[src/rtl/spi_pkg.sv]
// Shared definitions for the SPI bring-up controller: opcodes, the
// expected chip ID and the controller state encoding.
package spi_pkg;

  localparam logic [7:0] CHIPID_REG = 8'h00;
  localparam logic [7:0] DBG8_REG   = 8'hB8;
  localparam logic [7:0] DBG32_REG  = 8'hB9;
  localparam logic [7:0] DBG_RAM16  = 8'hBA;
  localparam logic [7:0] DBG_RAM32  = 8'hBB;

  localparam logic [7:0] CHIPID     = 8'hAA;

  // Smallest legal SCK half-period: the peripheral needs 3 clk cycles
  // after an SCK fall before CIPO is valid.
  localparam int MIN_CLK_DIV = 4;

  typedef enum logic [2:0] {
    ST_IDLE = 3'd0,
    ST_LOW  = 3'd1,
    ST_HIGH = 3'd2,
    ST_HOLD = 3'd3,
    ST_GAP  = 3'd4
  } spi_state_e;

endpackage

[src/rtl/spi_sck_gen.sv]
// SCK generator: a CLK_DIV-cycle divider that toggles sck while enabled and
// reports the upcoming rising/falling sck edge as single-cycle pulses, so the
// FSM can act on the same clk edge that moves sck.
module spi_sck_gen #(
  parameter int CLK_DIV = 4,
  parameter int DIV_W   = 2
) (
  input  logic             i_clk,
  input  logic             i_reset_n,
  input  logic             i_run,
  input  logic             i_sck_en,
  output logic [DIV_W-1:0] o_div_cnt,
  output logic             o_sck,
  output logic             o_rise,
  output logic             o_fall
);

  logic [DIV_W-1:0] r_div_cnt;
  logic             r_sck;
  logic             w_wrap;

  // Divider wrap: last cycle of the current half-period.
  always_comb begin
    w_wrap = 1'b0;
    if (i_run && (r_div_cnt == DIV_W'(CLK_DIV - 1))) begin
      w_wrap = 1'b1;
    end else begin
      w_wrap = 1'b0;
    end
  end

  assign o_rise    = w_wrap & i_sck_en & ~r_sck;
  assign o_fall    = w_wrap & i_sck_en & r_sck;
  assign o_div_cnt = r_div_cnt;
  assign o_sck     = r_sck;

  // Divider count and sck level; both parked at zero while not running.
  always_ff @(posedge i_clk or negedge i_reset_n) begin
    if (!i_reset_n) begin
      r_div_cnt <= {DIV_W{1'b0}};
      r_sck     <= 1'b0;
    end else if (!i_run) begin
      r_div_cnt <= {DIV_W{1'b0}};
      r_sck     <= 1'b0;
    end else begin
      if (w_wrap) begin
        r_div_cnt <= {DIV_W{1'b0}};
      end else begin
        r_div_cnt <= r_div_cnt + DIV_W'(1);
      end
      if (!i_sck_en) begin
        r_sck <= 1'b0;
      end else if (w_wrap) begin
        r_sck <= ~r_sck;
      end else begin
        r_sck <= r_sck;
      end
    end
  end

endmodule

[src/rtl/spi_controller.sv]
// SPI mode-0 initiator: sends one opcode byte MSB first, then clocks in
// rx_len response bytes and presents each on an rx_valid strobe.
module spi_controller
  import spi_pkg::*;
#(
  parameter int CLK_DIV = 4,
  parameter int LEN_W   = 16
) (
  input  logic             clk,
  input  logic             reset_n,
  input  logic             start,
  input  logic [7:0]       opcode,
  input  logic [LEN_W-1:0] rx_len,
  output logic             busy,
  output logic [7:0]       rx_data,
  output logic             rx_valid,
  output logic             done,
  output logic             sck,
  output logic             cs,
  output logic             copi,
  input  logic             cipo
);

  localparam int DIV_W = $clog2(CLK_DIV);

  if (CLK_DIV < MIN_CLK_DIV) begin : g_div_check
    $error("spi_controller: CLK_DIV must be >= 4");
  end

  spi_state_e       r_state;
  logic [2:0]       r_bit_cnt;
  logic [LEN_W-1:0] r_len;
  logic             r_in_opc;
  logic [6:0]       r_opc;
  logic [6:0]       r_shift;
  logic [7:0]       r_rx_data;
  logic             r_rx_valid;
  logic             r_done;
  logic             r_busy;
  logic             r_cs;
  logic             r_copi;

  logic             w_run;
  logic             w_sck_en;
  logic [DIV_W-1:0] w_div_cnt;
  logic             w_sck;
  logic             w_rise;
  logic             w_fall;
  logic             w_tick;
  logic             w_last;

  // Divider runs whenever a transaction is active; sck toggles only in LOW/HIGH.
  always_comb begin
    w_run    = 1'b0;
    w_sck_en = 1'b0;
    if (r_state != ST_IDLE) begin
      w_run = 1'b1;
    end else begin
      w_run = 1'b0;
    end
    if ((r_state == ST_LOW) || (r_state == ST_HIGH)) begin
      w_sck_en = 1'b1;
    end else begin
      w_sck_en = 1'b0;
    end
  end

  assign w_tick = (w_div_cnt == DIV_W'(CLK_DIV - 1));
  // After a response byte completes r_len has already been decremented,
  // so zero means no further bytes are owed.
  assign w_last = (r_len == {LEN_W{1'b0}});

  spi_sck_gen #(
    .CLK_DIV (CLK_DIV),
    .DIV_W   (DIV_W)
  ) u_sck_gen (
    .i_clk     (clk),
    .i_reset_n (reset_n),
    .i_run     (w_run),
    .i_sck_en  (w_sck_en),
    .o_div_cnt (w_div_cnt),
    .o_sck     (w_sck),
    .o_rise    (w_rise),
    .o_fall    (w_fall)
  );

  // Transaction FSM with registered cs/copi/busy/strobes and receive shifter.
  always_ff @(posedge clk or negedge reset_n) begin
    if (!reset_n) begin
      r_state    <= ST_IDLE;
      r_bit_cnt  <= 3'd0;
      r_len      <= {LEN_W{1'b0}};
      r_in_opc   <= 1'b0;
      r_opc      <= 7'd0;
      r_shift    <= 7'd0;
      r_rx_data  <= 8'd0;
      r_rx_valid <= 1'b0;
      r_done     <= 1'b0;
      r_busy     <= 1'b0;
      r_cs       <= 1'b1;
      r_copi     <= 1'b0;
    end else begin
      r_rx_valid <= 1'b0;
      r_done     <= 1'b0;
      case (r_state)
        ST_IDLE: begin
          if (start) begin
            r_state   <= ST_LOW;
            r_busy    <= 1'b1;
            r_cs      <= 1'b0;
            r_copi    <= opcode[7];
            r_opc     <= opcode[6:0];
            r_len     <= rx_len;
            r_bit_cnt <= 3'd0;
            r_in_opc  <= 1'b1;
          end
        end
        ST_LOW: begin
          if (w_rise) begin
            r_state <= ST_HIGH;
            r_shift <= {r_shift[5:0], cipo};
            if (!r_in_opc && (r_bit_cnt == 3'd7)) begin
              r_rx_data  <= {r_shift, cipo};
              r_rx_valid <= 1'b1;
              r_len      <= r_len - LEN_W'(1);
            end
          end
        end
        ST_HIGH: begin
          if (w_fall) begin
            r_bit_cnt <= r_bit_cnt + 3'd1;
            if ((r_bit_cnt == 3'd7) && w_last) begin
              r_state <= ST_HOLD;
              r_copi  <= 1'b0;
            end else begin
              r_state <= ST_LOW;
              if (r_bit_cnt == 3'd7) begin
                r_in_opc <= 1'b0;
                r_copi   <= 1'b0;
              end else if (r_in_opc) begin
                r_copi <= r_opc[6];
                r_opc  <= {r_opc[5:0], 1'b0};
              end else begin
                r_copi <= 1'b0;
              end
            end
          end
        end
        ST_HOLD: begin
          if (w_tick) begin
            r_state <= ST_GAP;
            r_cs    <= 1'b1;
          end
        end
        ST_GAP: begin
          if (w_tick) begin
            r_state <= ST_IDLE;
            r_done  <= 1'b1;
            r_busy  <= 1'b0;
          end
        end
        default: begin
          r_state <= ST_IDLE;
          r_busy  <= 1'b0;
          r_cs    <= 1'b1;
          r_copi  <= 1'b0;
        end
      endcase
    end
  end

  assign busy     = r_busy;
  assign rx_data  = r_rx_data;
  assign rx_valid = r_rx_valid;
  assign done     = r_done;
  assign sck      = w_sck;
  assign cs       = r_cs;
  assign copi     = r_copi;

endmodule

[config.mk]
export PLATFORM = sky130hd
export DESIGN_NAME = spi_controller
export DESIGN_NICKNAME = d
export VERILOG_FILES = /design/src/rtl/spi_pkg.sv /design/src/rtl/spi_sck_gen.sv /design/src/rtl/spi_controller.sv
export SDC_FILE = /design/constraint.sdc
export NUM_CORES = 1
export LEC_CHECK = 0
export ABC_AREA = 1
export CAP_MARGIN = 20
export CELL_PAD_IN_SITES_DETAIL_PLACEMENT = 0
export CELL_PAD_IN_SITES_GLOBAL_PLACEMENT = 2
export CORE_MARGIN = 1
export CORE_UTILIZATION = 31
export DETAILED_ROUTE_END_ITERATION = 7
export MAX_ROUTING_LAYER = met4
export PLACE_DENSITY = 0.84
export SKIP_LAST_GASP = 1
export SYNTH_ARGS = -nofsm -noshare
export SYNTH_HDL_FRONTEND = slang
export SYNTH_SLANG_ARGS = --single-unit
[constraint.sdc]
create_clock -name clk -period 2.2 [get_ports clk]
set_input_delay 0.33 -clock clk [delete_from_list [all_inputs] [get_ports clk]]
set_output_delay 0.33 -clock clk [all_outputs]
set_load 0.01 [all_outputs]
==> results of run 1 <==
registers in the layout (all words and copies together), names as in the netlist, 2 cells and up:
name,count
r_opc,7
r_len,16
r_bit_cnt,3
r_shift,7
u_sck_gen.o_div_cnt,2
r_state,3
rx_data,8
cell families after synthesis:
family	after synthesis
simple gates	213
compound gates	64
buf+inv	64
flops	53
fa+ha+maj	5
power by group through the flow:
| stage | sequential (µW) | combinational (µW) | clock (µW) |
|---|---|---|---|
| after global routing | 1660 | 2810 | 641 |
| after CTS | 1610 | 2460 | 612 |
| final | 1620 | 2420 | 586 |
| after detailed placement | 1630 | 2450 | 0 |
| after floorplan | 1550 | 1960 | 0 |
| after global placement | 1640 | 2430 | 0 |
metal layers:
| layer | track usage [%] | up-vias | routed length [µm] |
|---|---|---|---|
| met1 | 19.7 | 1200 | 3440 |
| met3 | 2.64 | 4 | 199 |
| li1 | - | 1343 | - |
| met4 | 4.35 | 0 | 87 |
| met5 | - | - | 0 |
| met2 | 24.8 | 34 | 3140 |
per-stage QoR:
stage                     instances  worst slack (ps)  hold WS [ps]
after CTS                       571               355          6.26
after global routing            571               190          13.5
after detailed placement        563               361           363
after floorplan                 399               522          34.4
final                           571               377         -6.51
after global placement          563               390           355
worst max-delay path: stages (launching register included):
cell,delay [ps]
dfrtp_1,400
ha_1,200
ha_1,210
nand2_1,190
nand2_1,70
nand2_1,190
inv_1,80
nand2_2,220
nor2_1,70
nand2_1,60
nand2_1,50
how the worst min path moves through the flow:
stage | endpoint | cells past startpoint
4_1_cts | r_len[10]$_DFFE_PN0P_ | 2
2_1_floorplan | busy$_DFFE_PN0P_ | 0
5_1_grt | r_len[6]$_DFFE_PN0P_ | 2
6_report | r_len[6]$_DFFE_PN0P_ | 2
3_3_place_gp | r_len[0]$_DFFE_PN0P_ | 2
3_5_place_dp | r_opc[0]$_DFFE_PN0P_ | 2
cell type report:
type | count | share of cell area, %
flip-flops and latches | 53 | 36.5
well taps | 129 | 4.44
inverters | 55 | 5.81
multi-input cells | 282 | 38.7
repair buffers | 44 | 12.1
clock buffers | 5 | 1.89
clock inverters | 3 | 0.585
placed cells by master, fill, tap and decap left out, drive strengths merged:
cell           Yosys  routed
clkinvlp           0       1
nand4              5       5
dfstp              1       1
nor3               5       5
ha                 5       5
clkinv             0       1
a21oi              5       5
o21ai             55      55
clkbuf             1       5
nor2              42      42
inv               55      56
o211ai             2       2
dfrtp             52      52
o22ai              1       1
clkdlybuf4s50      0      40
nand3b             1       1
o21bai             1       1
nand2            134     134
buf                8       4
or2                2       2
nand3             24      24
==> impl_metrics.csv, run 1 <==
group,metric,value,unit
grt,antenna_found_initial,0,
yosys,synth-xor-area-share,0,%
critical_path,rr_worst_depth,10,
pwr,combPwrFrac,52.3,%
critical_path,crit_end,"r_len[13]$_DFFE_PN0P_",
timing,tightest_slew,542,ps
yosys,synth-compound-area-share,12.7,%
timing,fmax,0.548,GHz
floorplanning,initial_utilization,32.4,%
timing,rsz0062_at_grt,"no",
pwr,power,4620,µW
cells_and_area,fin_area,0.00364,mm²
floorplanning,dieArea,0.0101,mm²
cts,clock_latency,320,ps
timing,fin_setup_tns,0,ps
yosys,synth_fp_nets,432,
floorplanning,rows,35,
cts,cts_num_sinks,53,
floorplanning,io_pins,42,
detailed_routing,antenna_left,0,
critical_path,r2r-end,"r_len[13]$_DFFE_PN0P_",
yosys,synth_edf_count,0,
grt,grt_usage,15.3,%
detailed_routing,drcViolationCount,0,
detailed_routing,routed_via_density,4.52,
timing,slew_violations,0,
yosys,synth_area_per_cell,7.57,µm²
yosys,synthFlopType,"dfrtp_1",
yosys,synthArstFlopShare,100,%
placed_design,port-buffer-count,41,
cells_and_area,final_core_util,39.0,%
yosys,ys_types,33,
placed_design,dp_hpwl,4990,µm
cells_and_area,drive_above_1_share,10.2,%
cts,tritoncts,"done",
pwr,seqPwrFrac,35.0,%
detailed_routing,drtPass1Iterations,4,
cells_and_area,antenna_cells,0,
detailed_routing,drt-total-wl,6860,µm
yosys,synthMuxAreaShare,0,%
yosys,yosys.area_share.simple,31.8,%
cts,cts_made_buffers,5,
grt,grt_pass1_vias,2559,
yosys,ys_seq_area_share,44.0,%
critical_path,crit_type,"reg2reg",
floorplanning,core,0.00933,mm²
cells_and_area,fin_nets,474,
timing,finalCritPeriodShare,82.9,%
pwr,internal_power,2390,µW
yosys,synth.most_common_cell,"nand2_1",
pwr,leakage,0.00180,µW
status,status,"finished with violations",
detailed_routing,vias,2581,
timing,hold_slack,-6.51,ps
critical_path,cp-start-kind,"flop",
pwr,p_sw,2230,µW
critical_path,critPathMaxFanout,13,
status,violations,"negative hold slack",
yosys,synth_top_family_by_area,"simple AND/OR/NAND/NOR gates",
detailed_routing,routedWlPerCell,12.0,µm
yosys,synth-adder-area-share,2.07,%
critical_path,critical_path_required,2410,ps
yosys,syn-instance-count,399,
grt,grt_max_degree,54,
cts,clockBufferDepth,2,
placed_design,placed_area,0.00355,mm²
yosys,synthTopCellsByCount,"nand2_1, dfrtp_1, inv_1",
cells_and_area,regArea,0.00133,mm²
critical_path,r2r-start,"r_bit_cnt[0]$_DFFE_PN0P_",
pwr,p_per_area,1270,mW/mm²
critical_path,cp-end-kind,"flop",
critical_path,reg2reg_slack,380,ps
floorplanning,die_w,101,µm
placed_design,place_congestion,0.757,
critical_path,arrival,2040,ps
yosys,synth.cell_area,0.00302,mm²
cells_and_area,final.fill_count,999,
yosys,synth_top_area_share,43.1,%
timing,skew,14.5,ps
pwr,clkPwrFrac,12.7,%
cts,ctsResizeCount,0,
detailed_routing,initialDrtViolationCount,107,
pwr,vdd.ir_drop.worst,493,µV
critical_path,startpoint,"r_bit_cnt[0]$_DFFE_PN0P_",
yosys,synthTopCellsByArea,"dfrtp_1, nand2_1, inv_1",
cells_and_area,multiInputGateArea,0.00141,mm²
cts,post_cts_buffers,0,
timing,fin_crit,1820,ps
pwr,swShare,48.3,%
worst_hold_path,hold_class,"in2async",
timing,maxSlewHeadroom,63.9,%
cts,htreeDepth,2,
timing,finalHoldViolations,10,
timing,setup_viol,0,
floorplanning,die_h,101,µm
yosys,synth-seq-cells,53,
yosys,synth_top_cell_by_area,"dfrtp_1",
cts,root_buffer,"clkbuf_8",
grt,grt_overflow,0,
cts,clkSlewWorstSetupHoldPaths,110,ps
job,cap_violations,0,
yosys,yosys_warnings,0,
cells_and_area,synthToLayoutAreaGrowth,20.4,%
cts,cts_hold_buffers,0,
grt,grt_pass1_wl,11900,µm
Note: power is estimated with default switching activity, not from simulation.
==> inputs of run 2 (changes only) <==
==> constraint.sdc (replaced) <==
create_clock -name clk -period 1.91 [get_ports clk]
set_input_delay 0.2865 -clock clk [delete_from_list [all_inputs] [get_ports clk]]
set_output_delay 0.2865 -clock clk [all_outputs]
set_load 0.01 [all_outputs]
==> run 2 against run 1 <==
Compared with the run above: final area grew 1.5%; clock power is 19% higher; power is 17% higher; critical path type is now reg2out; count of clock-buffer cells in the layout did not move; first-iteration DRC count is 14% lower; the flow now finishes without violations; critical path depth fell by 9; sequential share of layout area is 0.56 points lower; largest cell class unchanged; worst setup slack got worse by 150 ps; global-route usage rose by 0.36 points.
==> impl_metrics.csv, run 2 (synthesis results as in run 1) <==
group,metric,value,unit
status,status,"finished clean",
critical_path,crit_chain,"clkdlybuf4s50_1",
cts,clockBufferDepth,2,
pwr,clkPwrFrac,12.8,%
critical_path,crit_type,"reg2out",
critical_path,path_depth,1,
floorplanning,rows,35,
critical_path,arrival,1390,ps
timing,setup_viol,0,
pwr,p_sw,2600,µW
critical_path,cp-end-kind,"output pin",
critical_path,cp-start-kind,"flop",
cells_and_area,antenna_cells,0,
critical_path,crit_family,"flip-flops",
grt,antenna_found_initial,0,
critical_path,critPathMaxFanout,2,
timing,finalCritPeriodShare,87.9,%
timing,maxSlewHeadroom,71.4,%
placed_design,port-buffer-count,41,
cts,htreeDepth,2,
critical_path,critical_path_required,1620,ps
timing,slew_violations,0,
placed_design,place_congestion,0.794,
cells_and_area,final_core_util,39.6,%
detailed_routing,initialDrtViolationCount,92,
grt,grt_pass1_vias,2578,
critical_path,slowest_delay,550,ps
cts,cts_num_sinks,53,
pwr,vdd.ir_drop.worst,469,µV
detailed_routing,vias,2610,
floorplanning,initial_utilization,32.4,%
grt,grt_usage,15.7,%
critical_path,cp_slowest_cell,"dfstp_2",
grt,grt_overflow,0,
timing,finalHoldViolations,0,
cells_and_area,top_register,"r_len",
timing,rsz0062_at_grt,"no",
placed_design,dp_hpwl,5070,µm
cells_and_area,drive_above_1_share,11.2,%
pwr,combPwrFrac,53.0,%
cts,clock_latency,320,ps
timing,fin_setup_tns,0,ps
cells_and_area,final.fill_count,965,
pwr,internal_power,2820,µW
detailed_routing,drtPass1Iterations,4,
cts,tritoncts,"done",
timing,fin_crit,1680,ps
critical_path,rr_worst_depth,7,
timing,hold_slack,459,ps
cells_and_area,synthToLayoutAreaGrowth,22.3,%
grt,grt_max_degree,54,
pwr,swShare,48.0,%
critical_path,critPathBufInv,1,
detailed_routing,routed_via_density,4.52,
detailed_routing,antenna_left,0,
pwr,leakage,0.00183,µW
floorplanning,io_pins,42,
job,cap_violations,0,
worst_hold_path,min_path_cells,1,
pwr,p_per_area,1470,mW/mm²
cells_and_area,final_cell_mix,"nand2_1, dfrtp_1, inv_1, clkdlybuf4s50_1, nor2_1",
pwr,seqPwrFrac,34.2,%
timing,skew,10.3,ps
cts,clkSlewWorstSetupHoldPaths,110,ps
detailed_routing,drcViolationCount,0,
cells_and_area,final_common_cell,"nand2_1",
detailed_routing,routedWlPerCell,12.1,µm
cts,root_buffer,"clkbuf_8",
floorplanning,core,0.00933,mm²
detailed_routing,drt-total-wl,6980,µm
cts,cts_made_buffers,5,
cells_and_area,largest_register_ffs,16,
floorplanning,dieArea,0.0101,mm²
worst_hold_path,hold_class,"reg2reg",
timing,fmax,0.596,GHz
cells_and_area,fin_nets,480,
floorplanning,die_w,101,µm
timing,tightest_slew,428,ps
pwr,power,5420,µW
grt,grt_pass1_wl,12100,µm
floorplanning,die_h,101,µm
## run 2: through the flow
step,cell area (µm²),instances,setup WS [ps]
global placement,3580,568,235
detailed placement,3580,568,192
floorplan,3020,399,232
finish,3690,577,231
global route,3690,577,28.3
CTS,3690,577,182
## run 2: final cells by class
class | count | area (µm²) | area share, %
multi-input combinational | 282 | 1410 | 38.2
sequential | 53 | 1330 | 35.9
timing repair buffer | 50 | 488 | 13.2
inverter | 55 | 211 | 5.72
tap | 129 | 161 | 4.37
clock buffer | 5 | 68.8 | 1.86
clock inverter | 3 | 25.0 | 0.678
## run 2: final timing paths
| kind | startpoint | endpoint | slack (ps) |
|---|---|---|---|
| max in group asynchronous | reset_n | cs$_DFFE_PN1P_ | 1120 |
| setup reg to reg | u_sck_gen.o_div_cnt[0]$_DFF_PN0_ | r_opc[5]$_DFFE_PN0P_ | 250 |
| min in group asynchronous | reset_n | r_len[6]$_DFFE_PN0P_ | 480 |
| hold reg to reg | u_sck_gen.o_div_cnt[0]$_DFF_PN0_ | u_sck_gen.o_div_cnt[0]$_DFF_PN0_ | 460 |
| setup / recovery | cs$_DFFE_PN1P_ | cs | 230 |
| hold / removal | u_sck_gen.o_div_cnt[0]$_DFF_PN0_ | u_sck_gen.o_div_cnt[0]$_DFF_PN0_ | 460 |
## run 2: per-layer routing
metal | share of wire, % | global-route usage [%] | vias to the layer above
li1 | - | - | 1354
met1 | 49 | 19.7 | 1212
met2 | 46 | 26.0 | 38
met3 | 3.7 | 2.77 | 6
met4 | 1.3 | 4.35 | 0
met5 | 0 | - | -
## run 2: power groups by stage
| stage | clock (µW) | sequential [µW] | combinational (µW) |
|---|---|---|---|
| final | 696 | 1850 | 2870 |
| after global routing | 770 | 1910 | 3330 |
| after CTS | 726 | 1840 | 2910 |
| after detailed placement | 0 | 1860 | 2900 |
| after global placement | 0 | 1860 | 2880 |
| after floorplan | 0 | 1790 | 2260 |
## run 2: timing repair
action | CTS | global route
buffers inserted | 0 | 0
setup endpoints to repair | 0 | 4
hold endpoints to repair | 52 | 0
hold buffers | 1 | 0
gates resized for setup | 0 | 1
